==> src/rtl/lcd_text_writer.sv <==
// HD44780-compatible character-LCD writer: 8-bit write-only bus, power-up init,
// and two 16-character lines per print request.
module lcd_text_writer #(
  parameter int unsigned CLK_HZ       = 50000000,
  parameter int unsigned E_CYCLES     = 12,
  parameter int unsigned CHAR_WAIT    = 2000,
  parameter int unsigned INIT_WAIT    = 250000,
  parameter int unsigned CLEAR_WAIT   = 100000,
  parameter int unsigned POWERUP_WAIT = 1000000
) (
  input  logic         clk,
  input  logic         reset_n,
  input  logic         print,
  input  logic [127:0] topline,
  input  logic [127:0] bottomline,
  output logic         available,
  output logic [7:0]   lcd_data,
  output logic         lcd_regsel,
  output logic         lcd_read,
  output logic         lcd_enable
);

  localparam int unsigned MAX_A   = (POWERUP_WAIT > INIT_WAIT) ? POWERUP_WAIT : INIT_WAIT;
  localparam int unsigned MAX_B   = (CLEAR_WAIT > CHAR_WAIT) ? CLEAR_WAIT : CHAR_WAIT;
  localparam int unsigned MAX_C   = (MAX_A > MAX_B) ? MAX_A : MAX_B;
  localparam int unsigned MAX_ALL = (MAX_C > E_CYCLES) ? MAX_C : E_CYCLES;
  localparam int unsigned CNT_W   = $clog2(MAX_ALL + 1);
  localparam int unsigned IDX_W   = 6;

  if (CLK_HZ == 0) begin : g_clk_hz_check
    $error("CLK_HZ must be nonzero");
  end

  typedef enum logic [2:0] {
    ST_POWERUP,
    ST_SETUP,
    ST_PULSE,
    ST_WAIT,
    ST_IDLE,
    ST_LATCH
  } state_t;

  state_t             state, state_n;
  logic [CNT_W-1:0]   cnt, cnt_n;
  logic [IDX_W-1:0]   idx, idx_n;
  logic               init_mode, init_mode_n;
  logic [127:0]       top_q, bot_q;
  logic               capture;
  logic [7:0]         data_n;
  logic               regsel_n, enable_n, available_n;
  logic [CNT_W-1:0]   wait_m1;
  logic               last_byte;

  assign lcd_read = 1'b0;

  // Byte {regsel, data} for position i of the init or write sequence.
  function automatic logic [8:0] byte_of(input logic init, input logic [IDX_W-1:0] i);
    logic [3:0] ch;
    logic [8:0] b;
    ch = 4'(i - 6'd1);
    if (init) begin
      case (i)
        6'd0, 6'd1, 6'd2, 6'd3: b = {1'b0, 8'h38};
        6'd4:                   b = {1'b0, 8'h0C};
        6'd5:                   b = {1'b0, 8'h01};
        default:                b = {1'b0, 8'h06};
      endcase
    end else if (i == 6'd0) begin
      b = {1'b0, 8'h80};
    end else if (i <= 6'd16) begin
      b = {1'b1, top_q[{4'(4'd15 - ch), 3'b000} +: 8]};
    end else if (i == 6'd17) begin
      b = {1'b0, 8'hC0};
    end else begin
      ch = 4'(i - 6'd18);
      b  = {1'b1, bot_q[{4'(4'd15 - ch), 3'b000} +: 8]};
    end
    return b;
  endfunction

  // Post-pulse wait length (minus one) and end-of-sequence flag for the current byte.
  always_comb begin
    wait_m1   = CNT_W'(CHAR_WAIT - 1);
    last_byte = (idx == 6'd33);
    if (init_mode) begin
      last_byte = (idx == 6'd6);
      if (idx < 6'd3)       wait_m1 = CNT_W'(INIT_WAIT - 1);
      else if (idx == 6'd5) wait_m1 = CNT_W'(CLEAR_WAIT - 1);
    end
  end

  always_ff @(posedge clk) begin
    if (!reset_n) begin
      state      <= ST_POWERUP;
      cnt        <= '0;
      idx        <= '0;
      init_mode  <= 1'b1;
      top_q      <= '0;
      bot_q      <= '0;
      available  <= 1'b0;
      lcd_data   <= 8'h00;
      lcd_regsel <= 1'b0;
      lcd_enable <= 1'b0;
    end else begin
      state      <= state_n;
      cnt        <= cnt_n;
      idx        <= idx_n;
      init_mode  <= init_mode_n;
      available  <= available_n;
      lcd_data   <= data_n;
      lcd_regsel <= regsel_n;
      lcd_enable <= enable_n;
      if (capture) begin
        top_q <= topline;
        bot_q <= bottomline;
      end
    end
  end

  always_comb begin
    state_n     = state;
    cnt_n       = (cnt == {CNT_W{1'b1}}) ? cnt : cnt + CNT_W'(1);
    idx_n       = idx;
    init_mode_n = init_mode;
    capture     = 1'b0;
    data_n      = lcd_data;
    regsel_n    = lcd_regsel;

    unique case (state)
      ST_POWERUP: begin
        if (cnt >= CNT_W'(POWERUP_WAIT)) begin
          state_n     = ST_SETUP;
          idx_n       = '0;
          init_mode_n = 1'b1;
        end
      end
      ST_SETUP: begin
        state_n = ST_PULSE;
        cnt_n   = '0;
      end
      ST_PULSE: begin
        if (cnt >= CNT_W'(E_CYCLES - 1)) begin
          state_n = ST_WAIT;
          cnt_n   = '0;
        end
      end
      ST_WAIT: begin
        if (cnt >= wait_m1) begin
          cnt_n = '0;
          if (last_byte) begin
            state_n = ST_IDLE;
          end else begin
            state_n = ST_SETUP;
            idx_n   = idx + 6'd1;
          end
        end
      end
      ST_IDLE: begin
        if (print) begin
          state_n     = ST_LATCH;
          capture     = 1'b1;
          init_mode_n = 1'b0;
          idx_n       = '0;
        end
      end
      ST_LATCH: begin
        state_n = ST_SETUP;
        cnt_n   = '0;
      end
      default: state_n = ST_POWERUP;
    endcase

    // Data and regsel only change when entering SETUP, so E never rises on a change.
    if (state_n == ST_SETUP) {regsel_n, data_n} = byte_of(init_mode_n, idx_n);
    enable_n    = (state_n == ST_PULSE);
    available_n = (state_n == ST_IDLE) || (state_n == ST_LATCH);
  end

endmodule

==> config.mk <==
export PLATFORM = sky130hd
export DESIGN_NAME = lcd_text_writer
export DESIGN_NICKNAME = d
export VERILOG_FILES = /design/src/rtl/lcd_text_writer.sv
export SDC_FILE = /design/constraint.sdc
export NUM_CORES = 1
export LEC_CHECK = 0
export ABC_CLOCK_PERIOD_IN_PS = 13150
export CORE_MARGIN = 2
export CORE_UTILIZATION = 54
export CTS_BUF_LIST = sky130_fd_sc_hd__clkbuf_8
export DETAILED_ROUTE_END_ITERATION = 16
export PLACE_DENSITY = 0.85
export SYNTH_ARGS = -nofsm -noshare
export SYNTH_HDL_FRONTEND = slang
export SYNTH_SLANG_ARGS = --single-unit
==> constraint.sdc <==
create_clock -name clk -period 13.15 [get_ports clk]
set_input_delay 1.315 -clock clk [delete_from_list [all_inputs] [get_ports clk]]
set_output_delay 1.315 -clock clk [all_outputs]
set_load 0.05 [all_outputs]
Word level (Yosys, flattened, before mapping)
Cells that the tools add are included.
Word-level totals
  bits in registers: 297
  output and inout bits: 12
  word-level logic and storage cells: 76
Operators by class
  add/sub/neg operators: 6
  $lt $le $gt $ge: 5
  equal/unequal tests: 19
  shift operators: 2
  mux-type cells: 29
  reduce and logical (&&, ||, !) cells: 5
Operators by type and width (count)
  $shiftx A128 B8 Y8: 2
  $mux W20: 3
  $pmux W20 S3: 1
  $mux W18: 2
  $mux W9: 4
  $pmux W6 S3: 2
  $eq A6 B3 Y1 const B: 4
  $mux W6: 4
  $add A20 B1 Y20 const B: 1
  $eq A20 B20 Y1 const B: 1
  $ge A20 B20 Y1: 1
  $ge A20 B20 Y1 const B: 1
  $ge A20 B4 Y1 const B: 1
  $pmux W3 S6: 1
  $mux W17: 1
  $mux W3: 5
  $eq A3 B3 Y1 const B: 4
  $eq A6 B2 Y1 const B: 2
  $eq A3 B2 Y1 const B: 3
  $sub A4 B4 Y4 const A: 2
  $add A6 B1 Y6 const B: 1
  $eq A3 B1 Y1 const B: 2
  $eq A6 B1 Y1 const B: 1
  $eq A6 B5 Y1 const B: 1
  12 further kinds: 16

Depth between registers and ports, before layout
  depth after elaboration: 14
  gate-level depth with buffers: 25
  gate-level depth less buffers: 22

Least setup slack after synthesis
OpenSTA, ideal clock, no wires.
  path kind: register -> register
  start: register idx[3]
  end: register lcd_data[2]
  setup time: 0.133 ns
  data arrival time: 4.780 ns
  data required time: 13.017 ns
  slack: 8.237 ns
  cell stages (with the launch flop): 23
  buffers on the path: 5
  clock period less this slack: 4.913 ns
  cell sequence: dfxtp_1 -> buf_6 -> nor4b_4 -> nand2_1 -> ha_1 -> a2111o_1 -> a2111oi_2 -> o311a_4 -> a211oi_1 -> nand2_2 -> nand2_8 -> inv_8 -> buf_6 -> buf_6 -> buf_2 -> ha_1 -> inv_1 -> xnor2_2 -> buf_6 -> mux4_2 -> mux4_2 -> nand2_1 -> a311oi_1
On the way
  longest elaborated chain between the ends: 14
  elaborated cells between the ends (all ways): 39
RTL lines
  start, declared: RTL line 45  | logic [IDX_W-1:0] idx, idx_n;
  start signal, assigned: RTL line 107  | idx <= idx_n;
  parallel branches: the longest is 14 deep, another holds $ge A20 B20 Y1
  end signal, assigned: RTL line 110  | lcd_data <= data_n;
  end, declared: RTL line 17  | output logic [7:0] lcd_data,
Several ways; the timed one is not identified.
A chain may end at the register's enable or synchronous reset.

Worst setup path after layout
  start: input print
  end: register lcd_data[2]
On the way
  longest elaborated chain between the ends: 9
  elaborated cells between the ends (all ways): 27
RTL lines
  start, declared: RTL line 13  | input logic print,
  $mux W6: RTL line 159  | if (print) begin
  $pmux W6 S3: RTL line 129  | unique case (state)
  $sub A4 B2 Y4: RTL line 75  | ch = 4'(i - 6'd18);
  $sub A4 B4 Y4: RTL line 76  | b = {1'b1, bot_q[{4'(4'd15 - ch), 3'b000} +: 8]};
  $shiftx A128 B8 Y8: RTL line 76
  $mux W9: RTL line 72  | end else if (i == 6'd17) begin
  $mux W9: RTL line 70  | end else if (i <= 6'd16) begin
  $mux W9: RTL line 68  | end else if (i == 6'd0) begin
  $mux W9: RTL line 61  | if (init) begin
Parallel ways exist; a longest one is shown, timed or not.

==> summary.txt <==
Power and ir drop
  – Sequential share of power: 48.6%
  – Share of total power in combinational logic: approximately 5.4%
  – Net switching power: 416.8 uW
  – Pleak: 6.093 nW
  – Clock share of power: 46.0%
  – PwrDens: 105.5 mW/mm2
  – Peak VDD IR: between 0.00007 and 0.00008 V
  – Int Pwr: ~1.4 mW
  – Switching Share: between 20% and 30%

Layout
  – Multi-input gate area: 0.007300 mm2
  – Fin nets: 2204
  – Layout area overhead: 26.72%
  – N_diodes: 0
  – Ratio of cells with drive above 1 in the final layout: under 10%
  – Fillers: 1968
  – Reg area: 0.005946 mm2

Routing
  – DRC errors left: 0
  – Total wire length: approximately 40 mm
  – Vias per cell: 5.785
  – Initial detailed-routing violation count: between 1k and 1.5k
  – TritonRoute pass-1 iters: 8
  – Via Count: 13.28k
  – WL/cell: 17.82 um
  – Routed Antenna Nets: 0

Worst setup path
  – CP max FO: 67
  – WP buf/inv: 3
  – Worst path cell trace: clkdlybuf4s50_1, nand4bb_4, nand2_1, a21oi_1, a211o_1, o211ai_2, nand2_8, inv_8, ha_1, inv_1, xnor2_2, mux4_1, mux4_2, nand2_1, a311oi_1
  – Worst reg2reg path startpoint: idx[0]
  – Critical Path Sink Type: flop
  – Worst Path Required: 13570 ps
  – Worst Setup SP: print
  – Arrival time worst endpoint: 7500 ps
  – CP dominant cell by count: nand2_1
  – Crit-path slowest cell: xnor2_2
  – Crit Path Class: input pin to flop
  – CP max stage delay: 1000 ps
  – Setup crit start kind: input pin
  – CP top delay family: simple AND/OR/NAND/NOR gates

Synth
  – Synthesized-area fraction occupied by adder cells: 1.534%
  – Post-synthesis xor/xnor area fraction: less than 1%
  – Post-synthesis mux area share: roughly 11%
  – Largest family of logic cells by synthesized area: simple AND/OR/NAND/NOR gates
  – Number of flops mapped to enable cells by yosys: 0
  – Post-Syn Area: about 0.014 mm2
  – Synth Register Bits: 297
  – Synth Net Count: approximately 2.0k
  – Syn Area/Cell: 8.054 um2
  – Compound-Gate Fraction of Synth Area: 17.05%
  – Seq/Total Area, Yosys: 42.87%
  – Leading area contributor after synthesis: dfxtp_1
  – Area share of the largest cell type after synthesis: 42.87%
  – Synth Instances: 1722
  – Largest cells by area after synthesis: dfxtp_1, nand2_1, a21oi_1
  – Synth Area in Simple Gates: between 20% and 30%
  – Async set or reset register ratio after synthesis: 0%
  – Yosys Warn Count: 0
  – Unique cell type count in the Yosys netlist: slightly above 80
  – Main synth FF type: dfxtp_1

Place
  – I/O Buffers: 269
  – Gpl congestion: 0.9805
  – HPWL Detailed: 29.09 mm

Timing
  – Worst slew pin tran: 1262 ps
  – Hold slack: 451.0 ps
  – Crit path time final: 7077 ps
  – Clock skew: 25.32 ps
  – Fmax: 141.3 MHz
  – Final count of hold timing violations: 0
  – RSZ-0062 raised after global routing: false
  – Max-slew headroom: 15.48%
  – Period utilization: 53.82%
  – Final Slew Violations: 0
  – Post-Route Setup TNS: 0 ps
  – Final Setup Violations: 0

CTS
  – Clk buf depth: 3
  – Cts repair resizes: 0
  – Hold_buf cts: 0
  – Clock transition at the registers of the reported paths: roughly 60 ps
  – Sink Count: around 300
  – Root Buffer: clkbuf_8
  – Worst-skew pair later-pin latency: 590 ps
  – Post-CTS Setup Repair Bufs: 0
  – CTS H-tree depth: 2
  – CTS Buf Count: 49
  – CTS tree: built

Global route
  – First-pass GRT wire length: 64.21 mm
  – Vias in the first global route: 12.60k
  – Initial antenna violation count: 0
  – GR Overflow Total: 0
  – GR Util All Layers: 29.92%
  – Largest net degree at the start of global routing: 182

Min path
  – Hold path start: top_q[53]
  – Min-Delay Path Class: flop to flop

Floorplanning
  – Die extent in y: 164.3 um
  – Rows: 58
  – Core Region: 0.02518 mm2
  – Starting density of the core: 55.07%
  – Die area: 0.02698 mm2
  – Die Width: 164.3 um
  – IO Count: approximately 270

Status
  – Status: finished clean

Run
  – Total of max-cap violations: 0
-- per-stage QoR --
stage               power (mW)  instance area [um2]  setup WS (ps)  util, %  instances
floorplan               0.9366                13870           8237        -       1722
global placement         1.021                16530           5774    65.65       2207
detailed placement       1.021                16530           5583    65.65       2207
CTS                      1.858                17570           6223    69.79       2296
global route             1.906                17570           5739    69.79       2296
finish                   1.855                17570           6073    69.79       2296
-- registers in the layout, summed over array words and instances (netlist names) --
signal / flops
top_q: 128
available: 1
cnt: 20
lcd_enable: 1
state: 3
lcd_regsel: 1
lcd_data: 8
bot_q: 128
init_mode: 1
idx: 6
-- worst register-to-register path: cells and delay by family, from the launching register on --
family,cells,cell delay (ps)
simple gates,5,970
flops,1,370
fa+ha+maj,3,1210
compound gates,5,1390
xor+xnor,1,1000
buf+inv,2,710
mux,2,920
-- path summary, 6_finish.rpt --
| path | cells past startpoint | end | slack (ps) |
|---|---|---|---|
| worst max-delay path | 15 | lcd_data[2] | 6070 |
| worst min-delay path | 2 | top_q[53] | 450 |
| worst max register to register | 18 | lcd_data[2] | 6430 |
| worst min register to register | 2 | top_q[53] | 450 |
-- power groups by stage --
stage / Combinational [mW] / Sequential, mW / Clock, mW
6_report: 0.101 / 0.902 / 0.852
5_1_grt: 0.106 / 0.901 / 0.899
4_1_cts: 0.100 / 0.902 / 0.856
3_5_place_dp: 0.0998 / 0.922 / 0
3_3_place_gp: 0.0999 / 0.921 / 0
2_1_floorplan: 0.0154 / 0.921 / 0
-- synthesized netlist by cell type, types with 6 or more instances --
master,instances
nand2_1,566
dfxtp_1,297
a21oi_1,284
clkbuf_1,99
mux2i_1,66
nor2_1,56
mux4_2,33
nand3_1,31
inv_1,25
o21ai_0,22
ha_1,17
o211ai_1,15
nor3_1,14
mux2_2,10
nand4_1,10
a211oi_1,9
buf_4,8
and2_1,7
buf_2,7
nor4_1,7
xor2_1,7
and3_1,6
o2111ai_1,6
-- per-layer routing --
metal	routed length, um	track usage (%)	vias up
met5	0	0	-
met4	1079	9.290	0
met3	3647	5.379	85
met2	19360	49.28	604
met1	16820	40.04	6251
li1	-	-	6342
-- kinds of logic after synthesis --
group / count (synthesis)
fa+ha+maj: 17
buf+inv: 150
xor+xnor: 14
other cells: 1
mux: 111
flops: 297
compound gates: 406
simple gates: 726
-- layout by cell type (no fill, tap or decap), drive strengths merged, types with 6 or more instances in the layout --
master and n:
nand4 10, clkinv 7, and2 8, mux2 11, nor3 14, mux2i 66
xor2 7, nor4 8, a21oi 284, a211oi 9, dfxtp 297, mux4 34
inv 46, and3 6, clkdlybuf4s50 269, nand3 32, o211ai 16, o21ai 24
xnor2 7, clkbuf 62, nand2 569, ha 17, o2111ai 6, nor2 57
buf 7
-- cell type report --
class | instances | area share [%]
clock buffer | 62 | 4.855
tap | 330 | 2.349
timing repair buffer | 276 | 15.62
multi-input combinational | 1275 | 41.53
sequential | 297 | 33.83
clock inverter | 27 | 1.075
inverter | 29 | 0.7333
Note: power is estimated with default switching activity, not from simulation.
